## config.mk

```make
export PLATFORM = sky130hd
export DESIGN_NAME = vga_output_stage_flat
export DESIGN_NICKNAME = d
export VERILOG_FILES = /design/src/rtl/vga_output_stage_if.sv /design/src/rtl/vga_output_stage.sv /design/src/flat_wrapper.sv
export SDC_FILE = /design/constraint.sdc
export NUM_CORES = 1
export LEC_CHECK = 0
export CORE_MARGIN = 2
export CORE_UTILIZATION = 42
export CTS_CLUSTER_DIAMETER = 40
export DETAILED_ROUTE_END_ITERATION = 12
export PLACE_DENSITY = 0.74
export SETUP_SLACK_MARGIN = 0.4
export SYNTH_ARGS = -nofsm -noshare
export SYNTH_HDL_FRONTEND = slang
export SYNTH_SLANG_ARGS = --single-unit
```

## constraint.sdc

```tcl
create_clock -name clk -period 1.68 [get_ports clk]
set_input_delay 0.504 -clock clk [delete_from_list [all_inputs] [get_ports clk]]
set_output_delay 0.504 -clock clk [all_outputs]
set_load 0.005 [all_outputs]
```

## src/rtl/vga_output_stage_if.sv

```systemverilog
// VGA DAC-side bundle: active-low syncs, blanking and 4-bit colour channels.
// The stage drives it through master; monitors and DAC models observe it through slave.
interface vga_output_stage_if;
   logic       hSyncN;
   logic       vSyncN;
   logic       blankN;
   logic [3:0] vgaR;
   logic [3:0] vgaG;
   logic [3:0] vgaB;

   modport master (output hSyncN, vSyncN, blankN, vgaR, vgaG, vgaB);
   modport slave  (input  hSyncN, vSyncN, blankN, vgaR, vgaG, vgaB);
endinterface

```

## src/rtl/vga_output_stage.sv

```systemverilog
// VGA timing generator and RGB332 -> 4:4:4 output stage with sync/colour alignment.
// Optional colour-bar source is enabled by defining VGA_TEST_PATTERN_EN.
module vga_output_stage #(
   parameter int H_ACTIVE   = 640,
   parameter int H_FP       = 16,
   parameter int H_SYNC     = 96,
   parameter int H_BP       = 48,
   parameter int V_ACTIVE   = 480,
   parameter int V_FP       = 10,
   parameter int V_SYNC     = 2,
   parameter int V_BP       = 33,
   parameter int PIPE_DELAY = 1
) (
   input  logic               clk,
   input  logic               resetN,
   input  logic [7:0]         RGBIn,
   input  logic               testMode,
   output logic [10:0]        pixelX,
   output logic [10:0]        pixelY,
   output logic               startOfFrame,
   vga_output_stage_if.master vga
);

   localparam int HT = H_ACTIVE + H_FP + H_SYNC + H_BP;
   localparam int VT = V_ACTIVE + V_FP + V_SYNC + V_BP;

   localparam logic [10:0] H_LAST   = 11'(HT - 1);
   localparam logic [10:0] V_LAST   = 11'(VT - 1);
   localparam logic [10:0] H_VIS    = 11'(H_ACTIVE);
   localparam logic [10:0] V_VIS    = 11'(V_ACTIVE);
   localparam logic [10:0] HS_START = 11'(H_ACTIVE + H_FP);
   localparam logic [10:0] HS_END   = 11'(H_ACTIVE + H_FP + H_SYNC - 1);
   localparam logic [10:0] VS_START = 11'(V_ACTIVE + V_FP);
   localparam logic [10:0] VS_END   = 11'(V_ACTIVE + V_FP + V_SYNC - 1);

   function automatic logic [3:0] expand3(input logic [2:0] c);
      return {c, c[2]};
   endfunction

   function automatic logic [3:0] expand2(input logic [1:0] c);
      return {c, c};
   endfunction

   logic [10:0] h_cnt;
   logic [10:0] v_cnt;
   logic        sof;
   logic        h_end;
   logic        v_end;

   assign h_end = (h_cnt == H_LAST);
   assign v_end = (v_cnt == V_LAST);

   // Stage p0: raster counters. startOfFrame is registered from the wrap
   // condition so the origin held during reset never produces a pulse.
   always_ff @(posedge clk or negedge resetN) begin
      if (!resetN) begin
         h_cnt <= '0;
         v_cnt <= '0;
         sof   <= 1'b0;
      end else begin
         sof <= h_end && v_end;
         if (h_end) begin
            h_cnt <= '0;
            v_cnt <= v_end ? 11'd0 : v_cnt + 11'd1;
         end else begin
            h_cnt <= h_cnt + 11'd1;
         end
      end
   end

   assign pixelX       = h_cnt;
   assign pixelY       = v_cnt;
   assign startOfFrame = sof;

   logic hs_raw;
   logic vs_raw;
   logic act_raw;

   assign hs_raw  = (h_cnt >= HS_START) && (h_cnt <= HS_END);
   assign vs_raw  = (v_cnt >= VS_START) && (v_cnt <= VS_END);
   assign act_raw = (h_cnt < H_VIS) && (v_cnt < V_VIS);

   logic [PIPE_DELAY-1:0] hs_p;
   logic [PIPE_DELAY-1:0] vs_p;
   logic [PIPE_DELAY-1:0] vld_p;

   // Stages p1..pN: timing flags wait for the pixel source to return RGBIn.
   always_ff @(posedge clk or negedge resetN) begin
      if (!resetN) begin
         hs_p  <= '0;
         vs_p  <= '0;
         vld_p <= '0;
      end else begin
         hs_p[0]  <= hs_raw;
         vs_p[0]  <= vs_raw;
         vld_p[0] <= act_raw;
         for (int i = 1; i < PIPE_DELAY; i++) begin
            hs_p[i]  <= hs_p[i-1];
            vs_p[i]  <= vs_p[i-1];
            vld_p[i] <= vld_p[i-1];
         end
      end
   end

   logic [7:0] colour_src;

`ifdef VGA_TEST_PATTERN_EN
   localparam logic [10:0] BAR_W = 11'(H_ACTIVE / 8);

   function automatic logic [7:0] bar_colour(input logic [10:0] x);
      logic [2:0] k;
      k = 3'(x / BAR_W);
      return {{3{k[2]}}, {3{k[1]}}, {2{k[0]}}};
   endfunction

   logic [10:0] x_p [PIPE_DELAY];

   always_ff @(posedge clk) begin
      x_p[0] <= h_cnt;
      for (int i = 1; i < PIPE_DELAY; i++) begin
         x_p[i] <= x_p[i-1];
      end
   end

   always_comb begin
      colour_src = RGBIn;
      if (testMode) begin
         colour_src = bar_colour(x_p[PIPE_DELAY-1]);
      end
   end
`else
   logic unused_test_mode;

   assign unused_test_mode = testMode;
   assign colour_src       = RGBIn;
`endif

   // Output stage: syncs, blanking and colour leave together.
   always_ff @(posedge clk or negedge resetN) begin
      if (!resetN) begin
         vga.hSyncN <= 1'b1;
         vga.vSyncN <= 1'b1;
         vga.blankN <= 1'b0;
         vga.vgaR   <= 4'h0;
         vga.vgaG   <= 4'h0;
         vga.vgaB   <= 4'h0;
      end else begin
         vga.hSyncN <= ~hs_p[PIPE_DELAY-1];
         vga.vSyncN <= ~vs_p[PIPE_DELAY-1];
         vga.blankN <= vld_p[PIPE_DELAY-1];
         if (vld_p[PIPE_DELAY-1]) begin
            vga.vgaR <= expand3(colour_src[7:5]);
            vga.vgaG <= expand3(colour_src[4:2]);
            vga.vgaB <= expand2(colour_src[1:0]);
         end else begin
            vga.vgaR <= 4'h0;
            vga.vgaG <= 4'h0;
            vga.vgaB <= 4'h0;
         end
      end
   end

endmodule

```

## src/flat_wrapper.sv

```systemverilog
// flat-port wrapper written by rule: the top's interface ports become plain ports
module vga_output_stage_flat 
#(
   parameter int H_ACTIVE   = 640,
   parameter int H_FP       = 16,
   parameter int H_SYNC     = 96,
   parameter int H_BP       = 48,
   parameter int V_ACTIVE   = 480,
   parameter int V_FP       = 10,
   parameter int V_SYNC     = 2,
   parameter int V_BP       = 33,
   parameter int PIPE_DELAY = 1
)
  (clk, resetN, RGBIn, testMode, pixelX, pixelY, startOfFrame, vga_hSyncN, vga_vSyncN, vga_blankN, vga_vgaR, vga_vgaG, vga_vgaB);
  vga_output_stage_if vga_i ();
  input  logic clk;
  input  logic resetN;
  input  logic [7:0] RGBIn;
  input  logic testMode;
  output logic [10:0] pixelX;
  output logic [10:0] pixelY;
  output logic startOfFrame;
  output wire logic [$bits(vga_i.hSyncN)-1:0] vga_hSyncN;
  output wire logic [$bits(vga_i.vSyncN)-1:0] vga_vSyncN;
  output wire logic [$bits(vga_i.blankN)-1:0] vga_blankN;
  output wire logic [$bits(vga_i.vgaR)-1:0] vga_vgaR;
  output wire logic [$bits(vga_i.vgaG)-1:0] vga_vgaG;
  output wire logic [$bits(vga_i.vgaB)-1:0] vga_vgaB;
  assign vga_hSyncN = vga_i.hSyncN;
  assign vga_vSyncN = vga_i.vSyncN;
  assign vga_blankN = vga_i.blankN;
  assign vga_vgaR = vga_i.vgaR;
  assign vga_vgaG = vga_i.vgaG;
  assign vga_vgaB = vga_i.vgaB;
  vga_output_stage #(.H_ACTIVE(H_ACTIVE), .H_FP(H_FP), .H_SYNC(H_SYNC), .H_BP(H_BP), .V_ACTIVE(V_ACTIVE), .V_FP(V_FP), .V_SYNC(V_SYNC), .V_BP(V_BP), .PIPE_DELAY(PIPE_DELAY)) u_core (.clk(clk), .resetN(resetN), .RGBIn(RGBIn), .testMode(testMode), .pixelX(pixelX), .pixelY(pixelY), .startOfFrame(startOfFrame), .vga(vga_i));
endmodule
```

==> results.md <==
| Result | This run | Unit |
|:---|:---|:---|
| Proportion of synthesized flip-flops having asynchronous set or reset | 1.00 | - |
| Final worst-path setup slack | -202 | ps |
| Antenna Diode Count | 0 | - |
| Setup repair after global routing missed its margin | yes | - |
| Post-synthesis compound-gate area fraction | 0.0707 | - |
| Origin of the critical flop-to-flop path | u_core.pixelY[0] | - |
| Post-cts hold buffer count | 0 | - |
| Share of the synthesized area in the top cell type | 0.532 | - |
| Signed area change from the synthesized netlist to the final layout | 78.7 | % |
| I/O Pins | 49 | - |
| Area of the mapped netlist | 1650 | um2 |
| Simple-gate portion of the synthesized area | 0.223 | - |
| Worst min-delay path class | flop to flop | - |
| Post-layout power | 1.79 | mW |
| Number of DRC violations after detailed routing | 0 | - |
| Drt total wl | 6040 | um |
| Post-synth EDFFs | 0 | - |
| Routed vias/inst | 5.46 | - |
| Width of the chip | 66.6 | um |
| Library cell with the highest instance count after synthesis | sky130_fd_sc_hd__dfrtp_1 | - |
| Required time of the worst setup path | 1870 | ps |
| Worst reg2reg endpoint | u_core.pixelY[10] | - |
| GRT Overall Usage | 0.254 | - |
| Final-stage net count | 273 | - |
| Distinct cells, synth | 38 | - |
| Data arrival time at the worst-slack endpoint | 2070 | ps |
| Largest family of logic cells by synthesized area | simple AND/OR/NAND/NOR gates | - |
| Violated checks | setup timing | - |
| CTS clock-pin slew for the worst setup and hold paths | 80 | ps |
| CTS Buf Count | 5 | - |
| Sequential cell area fraction in the yosys report | 0.564 | - |
| Minimum period implied by the final worst setup slack | 1880 | ps |
| Post-synthesis cell type with the largest combined area | sky130_fd_sc_hd__dfrtp_1 | - |
| Final standard cell count with taps included and fillers excluded | 308 | - |
| Pre-antenna DRT Iters | 4 | - |
| Maximum fanout along the worst path | 5 | - |
| Worst Clk Skew | 11.1 | ps |
| Routed vias | 1682 | - |
| Synthesized Nets | 160 | - |
| Final global-route overflow total | 0 | - |
| Multiplexer area fraction after synthesis | 0.0129 | - |
| Clk sinks | 37 | - |
| Final max-slew violation count | 0 | - |
| Least-Margin Pin Slew | 427 | ps |
| Average cell area after synthesis | 11.3 | um2 |
| Skew-Pair Late Insertion Delay | 300 | ps |
| Starting density of the core | 0.443 | - |
| Worst reg-to-reg path cell count | 7 | - |
| Pin count of the biggest net entering global routing | 38 | - |
| Maximum frequency from static timing analysis | 531 | MHz |
| Placed insts | 260 | - |
| Critical Path, Cell by Cell | inv_2, ha_4, nand4b_1, nor4bb_2, buf_4, and2b_2, a22o_1 | - |
| Via count of the first global-routing pass | 1635 | - |
| Final weighted congestion in routability-driven placement | 0.855 | - |
| Crit path launch | u_core.pixelY[0] | - |
| Initial DRC Count | 116 | - |
| Die height | 66.6 | um |
| Crit Path Class | flop to flop | - |
| Antenna violations before repair | 0 | - |
| Adder-cell share of the synthesized area | 0.0228 | - |
| Most frequent cells after synthesis | sky130_fd_sc_hd__dfrtp_1, sky130_fd_sc_hd__nor2_1, sky130_fd_sc_hd__and2_1, sky130_fd_sc_hd__nand2_1 | - |
| Final Hold Viols | 0 | - |
| Global-route wire length before repair | 8140 | um |
| Layout cell share with drive strength beyond 1 | 0.535 | - |
| Post-route worst hold slack | 361 | ps |
| Area share of xor/xnor cells in the synthesized design | 0.0586 | - |
| Number of maximum-capacitance violations | 0 | - |
| Critical-path top delay cell | sky130_fd_sc_hd__dfrtp_1 | - |
| Clock Tree Buf Depth | 2 | - |
| Average wire per standard cell | 19.6 | um |
| Post-detail-place hpwl | 2690 | um |
| Tcrit/Tclk final | 1.12 | - |
| Minimum setup slack among reg-to-reg paths | -200 | ps |
| TNS Setup | -1820 | ps |
| CTS tree | done | - |
| Peak ir drop on the vdd network | 0.000413 | V |
| Area of the core region | 3720 | um2 |
| Launching element type of the critical path | flop | - |
| FF+latch count, synth | 37 | - |
| Root buffer cell | sky130_fd_sc_hd__clkbuf_8 | - |
| Delay contributed by the slowest stage of the critical path | 420 | ps |
| Final Setup Violations | 14 | - |
| Worst setup slack after placement | -193 | ps |
| Static leakage | 1.40 | nW |
| YS warnings | 0 | - |
| CTS HTree Levels | 2 | - |
| Nature of the critical path endpoint | flop | - |
| Port Buffers | 47 | - |
| Status | finished with violations | - |
| Top area cells in the synthesized netlist | sky130_fd_sc_hd__dfrtp_1, sky130_fd_sc_hd__and2_1, sky130_fd_sc_hd__dfstp_2, sky130_fd_sc_hd__xnor2_1, sky130_fd_sc_hd__nor2_1 | - |
| Power density over the cells | 609 | nW/um2 |
| Die area | 4430 | um2 |
| Worst slew margin | 0.713 | - |
| Placement Rows | 22 | - |
| Detail Route Antenna Nets | 0 | - |
| Most used flip-flop cell after synthesis | sky130_fd_sc_hd__dfrtp_1 | - |
| Capturing element of the worst setup path | u_core.pixelY[10] | - |
| Gate count after technology mapping | 146 | - |
-- how the worst min path moves through the flow --
stage           startpoint                 to  slack (ps)  cells past startpoint
6_report       u_core.hs_p  u_core.vga.hSyncN         360                      1
2_1_floorplan       resetN        u_core.hs_p         210                      0
5_1_grt        u_core.hs_p  u_core.vga.hSyncN         370                      1
3_5_place_dp   u_core.vs_p  u_core.vga.vSyncN         340                      1
4_1_cts        u_core.vs_p  u_core.vga.vSyncN         360                      1
3_3_place_gp   u_core.hs_p  u_core.vga.hSyncN         340                      1
-- kinds of logic after synthesis --
family / Yosys count
AOI/OAI and AO/OA: 16
xor gates and xnor gates: 11
adders and majority gates: 3
buffers and inverters: 12
DFF: 37
muxes: 2
and+or+nand+nor: 65
-- where the power goes --
part           internal, mW  leakage, nW  total, mW  switching [mW]
logic                0.0373        0.882     0.0674          0.0301
clock network         0.484       0.0585      0.820           0.335
registers             0.900        0.463      0.903         0.00332
-- repair_timing --
item | CTS | global route
gates cloned | 1 | 0
pin swaps | 13 | 9
gates resized for setup | 201 | 23
buffers inserted | 36 | 3
setup endpoints to repair | 57 | 61
-- layout by cell type (no fill, tap or decap), drive strengths merged, types with 2 or more instances in the layout --
cell,synthesis,routed
ha,3,3
and4,2,2
inv,4,4
clkbuf,2,7
buf,6,103
nand3,6,6
a22o,4,4
and2,9,9
nor2,13,13
nand2,9,9
clkdlybuf4s50,0,10
xor2,5,5
dfstp,2,2
nor4,2,2
and3,2,2
dfrtp,35,35
o211ai,2,2
nand4,6,6
o21a,2,2
nor2b,3,3
o21ai,5,5
xnor2,6,6
nor3,6,6
-- cell type report --
cell class / count / area, um2
clock buffers: 7 / 86.3
clock inverters: 1 / 30.0
fillers: 198 / 776
inverters: 4 / 15.0
multi-input cells: 97 / 756
flip-flops and latches: 37 / 932
well taps: 48 / 60.1
repair buffers: 114 / 1060
-- per-stage QoR --
step | util | cell area, um2
6_report | 0.791 | 2940
3_3_place_gp | 0.630 | 2340
2_1_floorplan | - | 1650
3_5_place_dp | 0.630 | 2340
4_1_cts | 0.757 | 2810
5_1_grt | 0.791 | 2940
-- state kept, by name, summed over array words and instances, names as in the netlist --
signal / count
u_core.hs_p: 1
u_core.pixelY: 11
u_core.vga.vSyncN: 1
u_core.vga.vgaB: 2
u_core.vs_p: 1
u_core.vga.vgaR: 3
u_core.vld_p: 1
u_core.vga.hSyncN: 1
u_core.startOfFrame: 1
u_core.vga.blankN: 1
u_core.vga.vgaG: 3
u_core.pixelX: 11
-- worst max-delay path: cells and delay by family, from the launching register on --
kind	cells	cell delay, ps
buf+inv	2	300
simple gates	3	720
compound gates	1	210
flops	1	420
fa+ha+maj	1	120
-- metal layers --
layer,up-vias,GRT usage,wire length [um]
met1,840,0.303,2400
li1,729,-,-
met3,20,0.0676,460
met2,93,0.441,3020
met4,0,0.0867,170
met5,-,0,0
No activity file was read; power rests on OpenSTA's default activity.
==> edit (same settings) <==
`H_ACTIVE` is set to 640 in 2 places; all go to 480.
--- a/src/rtl/vga_output_stage.sv
+++ b/src/rtl/vga_output_stage.sv
@@ -2,5 +2,5 @@
 // Optional colour-bar source is enabled by defining VGA_TEST_PATTERN_EN.
 module vga_output_stage #(
-   parameter int H_ACTIVE   = 640,
+   parameter int H_ACTIVE   = 480,
    parameter int H_FP       = 16,
    parameter int H_SYNC     = 96,
--- a/src/flat_wrapper.sv
+++ b/src/flat_wrapper.sv
@@ -2,5 +2,5 @@
 module vga_output_stage_flat 
 #(
-   parameter int H_ACTIVE   = 640,
+   parameter int H_ACTIVE   = 480,
    parameter int H_FP       = 16,
    parameter int H_SYNC     = 96,
Formal check against the unedited RTL: same outputs for any inputs over 10 cycles, from zero or initial values and one cycle with resetN low; that may be too few to reach the edited logic, so the function may still have changed.
==> edit against the original RTL <==
- maximum frequency is 13% higher
- sequential share of layout area is 1.1 points lower
- critical endpoint is now u_core.pixelY[9]
- highest routed layer unchanged
- cell area is 4.5% higher
- total power is 11% lower
- worst setup slack better by 0.21 ns
- first-iteration DRC count is 25% higher
- die area hardly changed
- synthesized area hardly changed
- critical path type unchanged
- combinational power is 12% higher
- synthesized cell count is 4.1% higher
- sequential cell count stayed put
- wire length is 8.0% higher
==> edit: results (changes against the original RTL) <==
status finished, final reports clean (was finished, violations left); slowest cell on the critical path or3b_4 (was dfrtp_1); Tot GR Track Use 27.2% (was 25.4%); Nets 287 (was 273); Switching Power 0.000359 W (was 0.000369 W); Cell Area, Placed 2250 um^2 (was 2340 um^2); Seq/Total Area, Yosys 56.5% (was 56.4%); syn nets 166 (was 160); Placed Instances 250 (was 260); per-cell routed wire length 20.3 um (was 19.6 um); XOR/XNOR Fraction of Synth Area 6.39% (was 5.86%); R2R Setup Slk 0.01 ns (was -0.20 ns); VDD IR-drop max 0.623 mV (was 0.413 mV); Compound-Gate Fraction of Synth Area 6.24% (was 7.07%); Post-Route Skew 0.00884 ns (was 0.0111 ns); WL final 6530 um (was 6040 um); first-pass GRT wire length 8830 um (was 8140 um); HPWL Detailed 2610 um (was 2690 um); P_leak 1.43 nW (was 1.40 nW); reg2reg start u_core.pixelY[5] (was u_core.pixelY[0]); Tightest Pin Transition 0.342 ns (was 0.427 ns); Post-Synth Adder-Cell Area 2.28% (about the same); Syn Area/Cell 10.8 um^2 (was 11.3 um^2); synth cell count leaders 35 x dfrtp_1, 12 x inv_1, 10 x and2_1, 10 x nor2_1, 10 x xor2_1 (was 35 x dfrtp_1, 13 x nor2_1, 9 x and2_1, 9 x nand2_1); internal power 0.00123 W (was 0.00142 W); period utilization 99.4% (was 112%); CP max FO 3 (was 5); mux cell area share after synthesis 0% (was 1.29%); RePlAce Congestion 0.851 (was 0.855); pre-CTS setup slack 0.110 ns (was -0.193 ns)
-- edit: cell types whose count changed after synthesis, moves of 4 or more --
cell	before	now
inv_1	4	12
o21ai_0	1	7
xor2_1	5	10
a21oi_1	0	4
a22o_1	4	0
o21ai_1	4	0
xnor2_1	6	2
-- edit: how the worst min path moves through the flow --
stage / from / to / slack [ns] / cells after the start
4_1_cts: u_core.vs_p / u_core.vga.vSyncN / 0.35 / 1
5_1_grt: u_core.vs_p / u_core.vga.vSyncN / 0.37 / 1
6_report: u_core.vs_p / u_core.vga.vSyncN / 0.35 / 1
3_3_place_gp: u_core.hs_p / u_core.vga.hSyncN / 0.34 / 1
2_1_floorplan: resetN / u_core.hs_p / 0.21 / 0
3_5_place_dp: u_core.vs_p / u_core.vga.vSyncN / 0.34 / 1
-- edit: per-layer routing --
| layer | track usage, % | vias up | share of wire [%] |
|---|---|---|---|
| li1 | - | 767 | - |
| met1 | 33.7 | 878 | 39 |
| met2 | 46.3 | 116 | 49 |
| met3 | 7.09 | 25 | 8.2 |
| met4 | 8.93 | 0 | 4.2 |
| met5 | 0 | - | 0 |
-- edit: repair_timing --
action                                  in CTS  in global routing
gates resized for setup                    198                 47
setup buffers                               52                 11
endpoints found under the hold margin        0                  0
endpoints found under the setup margin      61                 61
hold buffers                                 0                  0
cloned                                       1                  0
pin swaps                                   21                 17
-- edit: layout make-up --
| class | count | share of cell area [%] |
|---|---|---|
| Clock buffer | 6 | 2.36 |
| Clock inverter | 2 | 0.326 |
| Inverter | 12 | 1.47 |
| Multi-Input combinational cell | 97 | 30.0 |
| Sequential cell | 37 | 30.6 |
| Tap cell | 48 | 1.96 |
| Timing Repair Buffer | 120 | 33.2 |
